==> config.mk <==
export PLATFORM = sky130hd
export DESIGN_NAME = axi_slave_read_burst_ctrl
export DESIGN_NICKNAME = d
export VERILOG_FILES = /design/src/rtl/axi_slave_read_burst_ctrl.sv
export SDC_FILE = /design/constraint.sdc
export NUM_CORES = 1
export LEC_CHECK = 0
export CORE_ASPECT_RATIO = 0.9
export CORE_MARGIN = 2
export CORE_UTILIZATION = 41
export DETAILED_ROUTE_END_ITERATION = 16
export PLACE_DENSITY_LB_ADDON = 0.08
export SLEW_MARGIN = 15
export SYNTH_ARGS = -nofsm -noshare
export SYNTH_HDL_FRONTEND = slang
export SYNTH_SLANG_ARGS = --single-unit
==> constraint.sdc <==
create_clock -name ACLK -period 2.2 [get_ports ACLK]
set_input_delay 0.55 -clock ACLK [delete_from_list [all_inputs] [get_ports ACLK]]
set_output_delay 0.55 -clock ACLK [all_outputs]
set_load 0.05 [all_outputs]
==> src/rtl/axi_slave_read_burst_ctrl.sv <==
`timescale 1ns/1ps
`default_nettype none
// +------------------------------------------------------------------------+
// | axi_slave_read_burst_ctrl: AXI read-burst sequencer, one beat per      |
// | 1-cycle-latency memory read, with external address-generator hookup.   |
// | Rev 1.0                                                                |
// +------------------------------------------------------------------------+
module axi_slave_read_burst_ctrl #(
  parameter int ADDRESS_WIDTH          = 8,
  parameter int DATA_WIDTH             = 32,
  parameter int TRANSACTION_SIZE_BITS  = 3,
  parameter int TRANSACTION_BURST_BITS = 2,
  parameter int TRANSACTION_LEN_BITS   = 8
) (
  input  logic                              ACLK,
  input  logic                              ARESET,
  input  logic                              ARVALID,
  output logic                              ARREADY,
  input  logic [ADDRESS_WIDTH-1:0]          ARADDR,
  input  logic [TRANSACTION_SIZE_BITS-1:0]  ARSIZE,
  input  logic [TRANSACTION_BURST_BITS-1:0] ARBURST,
  input  logic [TRANSACTION_LEN_BITS-1:0]   ARLEN,
  output logic                              RVALID,
  input  logic                              RREADY,
  output logic [DATA_WIDTH-1:0]             RDATA,
  output logic [1:0]                        RRESP,
  output logic                              RLAST,
  output logic                              MEM_RD_EN,
  output logic [ADDRESS_WIDTH-1:0]          MEM_ADDR,
  input  logic [DATA_WIDTH-1:0]             MEM_RDATA,
  output logic [ADDRESS_WIDTH-1:0]          AG_LAST_ADDR,
  output logic [TRANSACTION_SIZE_BITS-1:0]  AG_SIZE,
  output logic [TRANSACTION_BURST_BITS-1:0] AG_BURST,
  output logic [TRANSACTION_LEN_BITS-1:0]   AG_LEN,
  input  logic [ADDRESS_WIDTH-1:0]          AG_NEXT_ADDR
);

  localparam int unsigned MAX_SIZE = $clog2(DATA_WIDTH / 8);
  localparam logic [TRANSACTION_BURST_BITS-1:0] BURST_WRAP = TRANSACTION_BURST_BITS'(2);
  localparam logic [TRANSACTION_BURST_BITS-1:0] BURST_RSVD = TRANSACTION_BURST_BITS'(3);
  localparam logic [1:0] RESP_OKAY   = 2'b00;
  localparam logic [1:0] RESP_SLVERR = 2'b10;

  typedef enum logic [1:0] {
    S_IDLE = 2'd0,
    S_RD   = 2'd1,
    S_CAP  = 2'd2,
    S_RESP = 2'd3
  } state_t;

  state_t                              state_q, state_d;
  logic                                arready_q, arready_d;
  logic [ADDRESS_WIDTH-1:0]            addr_q, addr_d;
  logic [TRANSACTION_SIZE_BITS-1:0]    size_q, size_d;
  logic [TRANSACTION_BURST_BITS-1:0]   burst_q, burst_d;
  logic [TRANSACTION_LEN_BITS-1:0]     len_q, len_d;
  logic [TRANSACTION_LEN_BITS-1:0]     beat_cnt_q, beat_cnt_d;
  logic                                err_q, err_d;
  logic [DATA_WIDTH-1:0]               rdata_q, rdata_d;
  logic [1:0]                          rresp_q, rresp_d;

  logic wrap_len_ok;
  logic size_too_big;
  logic ar_err;
  logic last_beat;

  assign wrap_len_ok  = (ARLEN == TRANSACTION_LEN_BITS'(1)) || (ARLEN == TRANSACTION_LEN_BITS'(3)) ||
                        (ARLEN == TRANSACTION_LEN_BITS'(7)) || (ARLEN == TRANSACTION_LEN_BITS'(15));
  assign size_too_big = 32'(ARSIZE) > MAX_SIZE;
  assign ar_err       = (ARBURST == BURST_RSVD) || ((ARBURST == BURST_WRAP) && !wrap_len_ok) || size_too_big;
  assign last_beat    = (beat_cnt_q == len_q);

  always_comb begin
    state_d    = state_q;
    addr_d     = addr_q;
    size_d     = size_q;
    burst_d    = burst_q;
    len_d      = len_q;
    beat_cnt_d = beat_cnt_q;
    err_d      = err_q;
    rdata_d    = rdata_q;
    rresp_d    = rresp_q;
    unique case (state_q)
      S_IDLE: begin
        if (ARVALID && arready_q) begin
          addr_d     = ARADDR;
          size_d     = ARSIZE;
          burst_d    = ARBURST;
          len_d      = ARLEN;
          beat_cnt_d = '0;
          err_d      = ar_err;
          state_d    = S_RD;
        end
      end
      S_RD: state_d = S_CAP;
      S_CAP: begin
        // An erroring burst never reads memory, so return zeros rather than stale bus data.
        rdata_d = err_q ? '0 : MEM_RDATA;
        rresp_d = err_q ? RESP_SLVERR : RESP_OKAY;
        state_d = S_RESP;
      end
      S_RESP: begin
        if (RREADY) begin
          if (last_beat) begin
            state_d = S_IDLE;
          end else begin
            beat_cnt_d = beat_cnt_q + TRANSACTION_LEN_BITS'(1);
            addr_d     = AG_NEXT_ADDR;
            state_d    = S_RD;
          end
        end
      end
      default: state_d = S_IDLE;
    endcase
    // Registered ready tracks the next state, so it rises one cycle after reset or the last beat.
    arready_d = (state_d == S_IDLE);
  end

  always_ff @(posedge ACLK) begin
    if (ARESET) begin
      state_q    <= S_IDLE;
      arready_q  <= 1'b0;
      addr_q     <= '0;
      size_q     <= '0;
      burst_q    <= '0;
      len_q      <= '0;
      beat_cnt_q <= '0;
      err_q      <= 1'b0;
      rdata_q    <= '0;
      rresp_q    <= '0;
    end else begin
      state_q    <= state_d;
      arready_q  <= arready_d;
      addr_q     <= addr_d;
      size_q     <= size_d;
      burst_q    <= burst_d;
      len_q      <= len_d;
      beat_cnt_q <= beat_cnt_d;
      err_q      <= err_d;
      rdata_q    <= rdata_d;
      rresp_q    <= rresp_d;
    end
  end

  assign ARREADY      = arready_q;
  assign RVALID       = (state_q == S_RESP);
  assign RLAST        = (state_q == S_RESP) && last_beat;
  assign RDATA        = rdata_q;
  assign RRESP        = rresp_q;
  assign MEM_RD_EN    = (state_q == S_RD) && !err_q;
  assign MEM_ADDR     = addr_q;
  assign AG_LAST_ADDR = addr_q;
  assign AG_SIZE      = size_q;
  assign AG_BURST     = burst_q;
  assign AG_LEN       = len_q;

endmodule
`default_nettype wire

==> results by group <==
Outcome
  • Outcome: finished, final reports clean

Synthesis
  • Combined area of all synthesized cells: between 2000 and 3000 um^2
  • Yosys cell types: roughly 40
  • Syn_area_per_cell: 8.610 um^2
  • Number of enable flip-flop cells after synthesis: 0
  • Syn. warnings: 0
  • Post-Syn Instances: 329
  • Synth Register Bits: between 60 and 70
  • Ys flop type: sky130_fd_sc_hd__dfxtp_1
  • Syn Nets: 395
  • Proportion of synthesized flip-flops having asynchronous set or reset: 0
  • Sequential-to-total area share from yosys stat: 0.4664

Detailed routing
  • Routed WL: about 7300 um
  • Violation count after the first detailed-route iteration: between 90 and 100
  • Wire per inst: 13.38 um
  • Final ANT Viol Nets: 0
  • Pre-antenna DRT Iters: 4
  • Total number of vias: 2,716
  • Vias/cell: 4.947
  • Residual DRC count: 0

STA
  • Time the final worst path needs with I/O delays and setup: 2.151 ns
  • Peak clock frequency supported by timing: 0.4650 GHz
  • Max Transition Viols Final: 0
  • Unrepaired setup endpoints after global routing: false
  • Clock Skews: 0.009098 ns
  • Final setup viols: 0
  • Final hold vios: 0
  • Max-slew headroom at the worst pin: 0.6507
  • Slew at the pin closest to its max-slew limit: 0.5223 ns
  • Hold slack: 0.4590 ns
  • Crit share post-route: 0.9776

Power
  • Worst IR drop on VDD: 0.0004532 V
  • Pwr dens: 739.1 nW/um^2
  • Static leakage: 1.650 nW

Min path
  • Hold Path Class: flop to flop

GRT
  • Initial antenna violation count: 0
  • Total GRT Usage: 0.1904
  • Pin count of the biggest net entering global routing: 66
  • Vias in the first global route: 2,556
  • Sum of overflow across all layers after global routing: 0
  • Global-route wire length before repair: 11,920 um

CTS
  • Level count of the clock H-tree: 3
  • Root Buffer: sky130_fd_sc_hd__clkbuf_8
  • Number of buffers added to fix hold violations after cts: 0
  • Number of clock sinks: between 60 and 70
  • Worst-Skew Late Latency: 0.34 ns
  • CTS tree: built
  • Clock buffer count from CTS: 9
  • Clock slew at reported path FFs: about 0.070 ns
  • Bufs on Longest Clock Path: 2

Placed design
  • Post-detailed-placement half-perimeter wirelength: between 5000 and 6000 um
  • DP Area: 4218 um^2
  • Number of I/O port buffers: 130
  • Routability cong.: 0.7980

Critical path
  • Reg-to-reg endpoint: beat_cnt_q[7]
  • Depth of the worst register-to-register path: 6
  • Critical path startpoint category: flop
  • Setup slack of the most critical reg-to-reg path: 0.29 ns
  • Capture point of the critical path: AG_LEN[7]
  • Cell-by-cell trace of the critical path: buf_4 > clkdlybuf4s50_1
  • Data required, critical path: about 1.7 ns
  • Slowest stage cell, crit path: sky130_fd_sc_hd__clkdlybuf4s50_1
  • Setup crit end kind: output pin
  • Reg-to-reg critical path startpoint: beat_cnt_q[4]
  • CP Launch Point: AG_LEN[7]
  • Worst Path Class, Setup: flop to output pin
  • Max Fanout on Critical Path: 2
  • WP data arrival: about 1.6 ns
  • Worst path max stage delay: 0.79 ns

Finish
  • Net count reported at finish: 520
  • Share of post-route cells with drive strength above 1: 0.1111
  • Diode insertion count for antenna repair: 0
  • Design area: ~4500 um^2
  • Area growth from synthesis to layout: 57.82%

Die
  • IO Count: around 130
  • Effective utilization at floorplan: 0.4278
  • Placeable Area: 6621 um^2
  • Site Rows: 28
  • Die Footprint: 7591 um^2
  • Die Wd: 91.62 um
  • Die Ht: ~83 um

Job
  • Max-capacitance violation count: 0
cell usage in the layout, fill, tap and decap left out, types with 2 or more instances in the layout:
master                            count
sky130_fd_sc_hd__nor4_4               2
sky130_fd_sc_hd__nor2_1              48
sky130_fd_sc_hd__clkbuf_8            11
sky130_fd_sc_hd__dfxtp_2              3
sky130_fd_sc_hd__nor3b_1             32
sky130_fd_sc_hd__nand4_1              2
sky130_fd_sc_hd__clkdlybuf4s50_1    126
sky130_fd_sc_hd__nand3_1              2
sky130_fd_sc_hd__buf_4               17
sky130_fd_sc_hd__or4_1                3
sky130_fd_sc_hd__dfxtp_1             61
sky130_fd_sc_hd__xor2_1               6
sky130_fd_sc_hd__buf_12               3
sky130_fd_sc_hd__xor2_2               2
sky130_fd_sc_hd__a21oi_1             49
sky130_fd_sc_hd__dfxtp_4              2
sky130_fd_sc_hd__clkbuf_1             3
sky130_fd_sc_hd__o31ai_1              2
sky130_fd_sc_hd__o21ai_0              3
sky130_fd_sc_hd__a211oi_1             9
sky130_fd_sc_hd__mux2i_1             11
sky130_fd_sc_hd__or3_1                2
sky130_fd_sc_hd__nand2_1             34
Yosys cell counts (2+ instances only):
cell                       instances  share of area
sky130_fd_sc_hd__o31ai_1           2         0.0053
sky130_fd_sc_hd__a21oi_1          49          0.087
sky130_fd_sc_hd__a211oi_1          9          0.024
sky130_fd_sc_hd__dfxtp_1          66           0.47
sky130_fd_sc_hd__clkbuf_1         15          0.020
sky130_fd_sc_hd__or4_1             3         0.0079
sky130_fd_sc_hd__nand4_1           2         0.0044
sky130_fd_sc_hd__nand2_1          34          0.045
sky130_fd_sc_hd__nor4_2            2         0.0088
sky130_fd_sc_hd__nor2_1           48          0.064
sky130_fd_sc_hd__buf_6             3          0.012
sky130_fd_sc_hd__xor2_1            8          0.025
sky130_fd_sc_hd__or3_1             2         0.0044
sky130_fd_sc_hd__o21ai_0           3         0.0053
sky130_fd_sc_hd__nor3b_1          33          0.087
sky130_fd_sc_hd__buf_4             9          0.024
sky130_fd_sc_hd__and3_2            2         0.0053
sky130_fd_sc_hd__nand3_1           2         0.0035
sky130_fd_sc_hd__mux2i_1          11          0.039
sky130_fd_sc_hd__buf_1             5         0.0066
report_power, final:
group,total (mW),switching (mW),internal (mW)
clock network,1.02,0.433,0.585
registers,1.32,0.0549,1.27
logic,0.961,0.572,0.388
cells by family after synthesis:
group	after synthesis	share of synthesized area
AO/OA/AOI/OAI	70	0.1431
buffers and inverters	34	0.06536
multiplexers	11	0.03887
flip-flops	66	0.4664
XOR/XNOR	8	0.02474
other	1	0.001324
AND/OR/NAND/NOR	138	0.2557
adder cells (fa/ha/maj)	1	0.004416
layout make-up:
cell class	count	area, um^2
Fill cell	570	2151
Timing Repair Buffer	147	1454
Multi-Input combinational cell	229	1370
Sequential cell	66	1333
Clock buffer	14	162.7
Tap cell	90	112.6
Clock inverter	2	35.03
Inverter	1	3.754
worst min path at each step:
stage / endpoint / from / depth (start not counted) / slack, ns
after global placement: AG_BURST[0] / AG_BURST[0] / 2 / 0.45
after CTS: AG_BURST[0] / AG_BURST[0] / 2 / 0.46
after detailed placement: AG_BURST[0] / AG_BURST[0] / 2 / 0.45
final: AG_BURST[0] / AG_BURST[0] / 2 / 0.46
after floorplan: beat_cnt_q[7] / beat_cnt_q[7] / 2 / 0.46
after global routing: AG_BURST[0] / AG_BURST[0] / 2 / 0.48
worst max-delay path: cells and delay by family, from the launching register on:
family	cells	cell delay [ns]
buffers and inverters	2	0.90
DFF	1	0.37
state kept, by name, summed over array words and instances, names as in the netlist:
signal	flops
RDATA	32
beat_cnt_q	8
state_q	2
AG_BURST	2
AG_SIZE	3
err_q	1
RRESP	1
ARREADY	1
AG_LEN	8
AG_LAST_ADDR	8
per-layer routing:
layer / up-vias / track usage / wire, um
met5: - / 0 / 0
met4: 0 / 0.05923 / 65
met3: 6 / 0.07713 / 698
met2: 108 / 0.2961 / 3265
met1: 1225 / 0.2417 / 3319
li1: 1377 / - / -
repair_timing:
action | in CTS | in global routing
gates resized for setup | 0 | 12
setup endpoints to repair | 0 | 1
setup buffers | 0 | 1
through the flow:
stage | instances | util | power (mW) | setup WS, ns | setup TNS (ns)
after detailed placement | 532 | 0.6370 | 2.301 | -0.1390 | -0.6787
after global placement | 532 | 0.6370 | 2.293 | -0.09058 | -0.2570
after CTS | 548 | 0.6669 | 3.327 | 0.004365 | 0
after floorplan | 329 | - | 1.951 | 0.003255 | 0
final | 549 | 0.6752 | 3.304 | 0.04931 | 0
after global routing | 549 | 0.6752 | 3.457 | 0.0003129 | 0
Power figures use the tool's default switching activity.
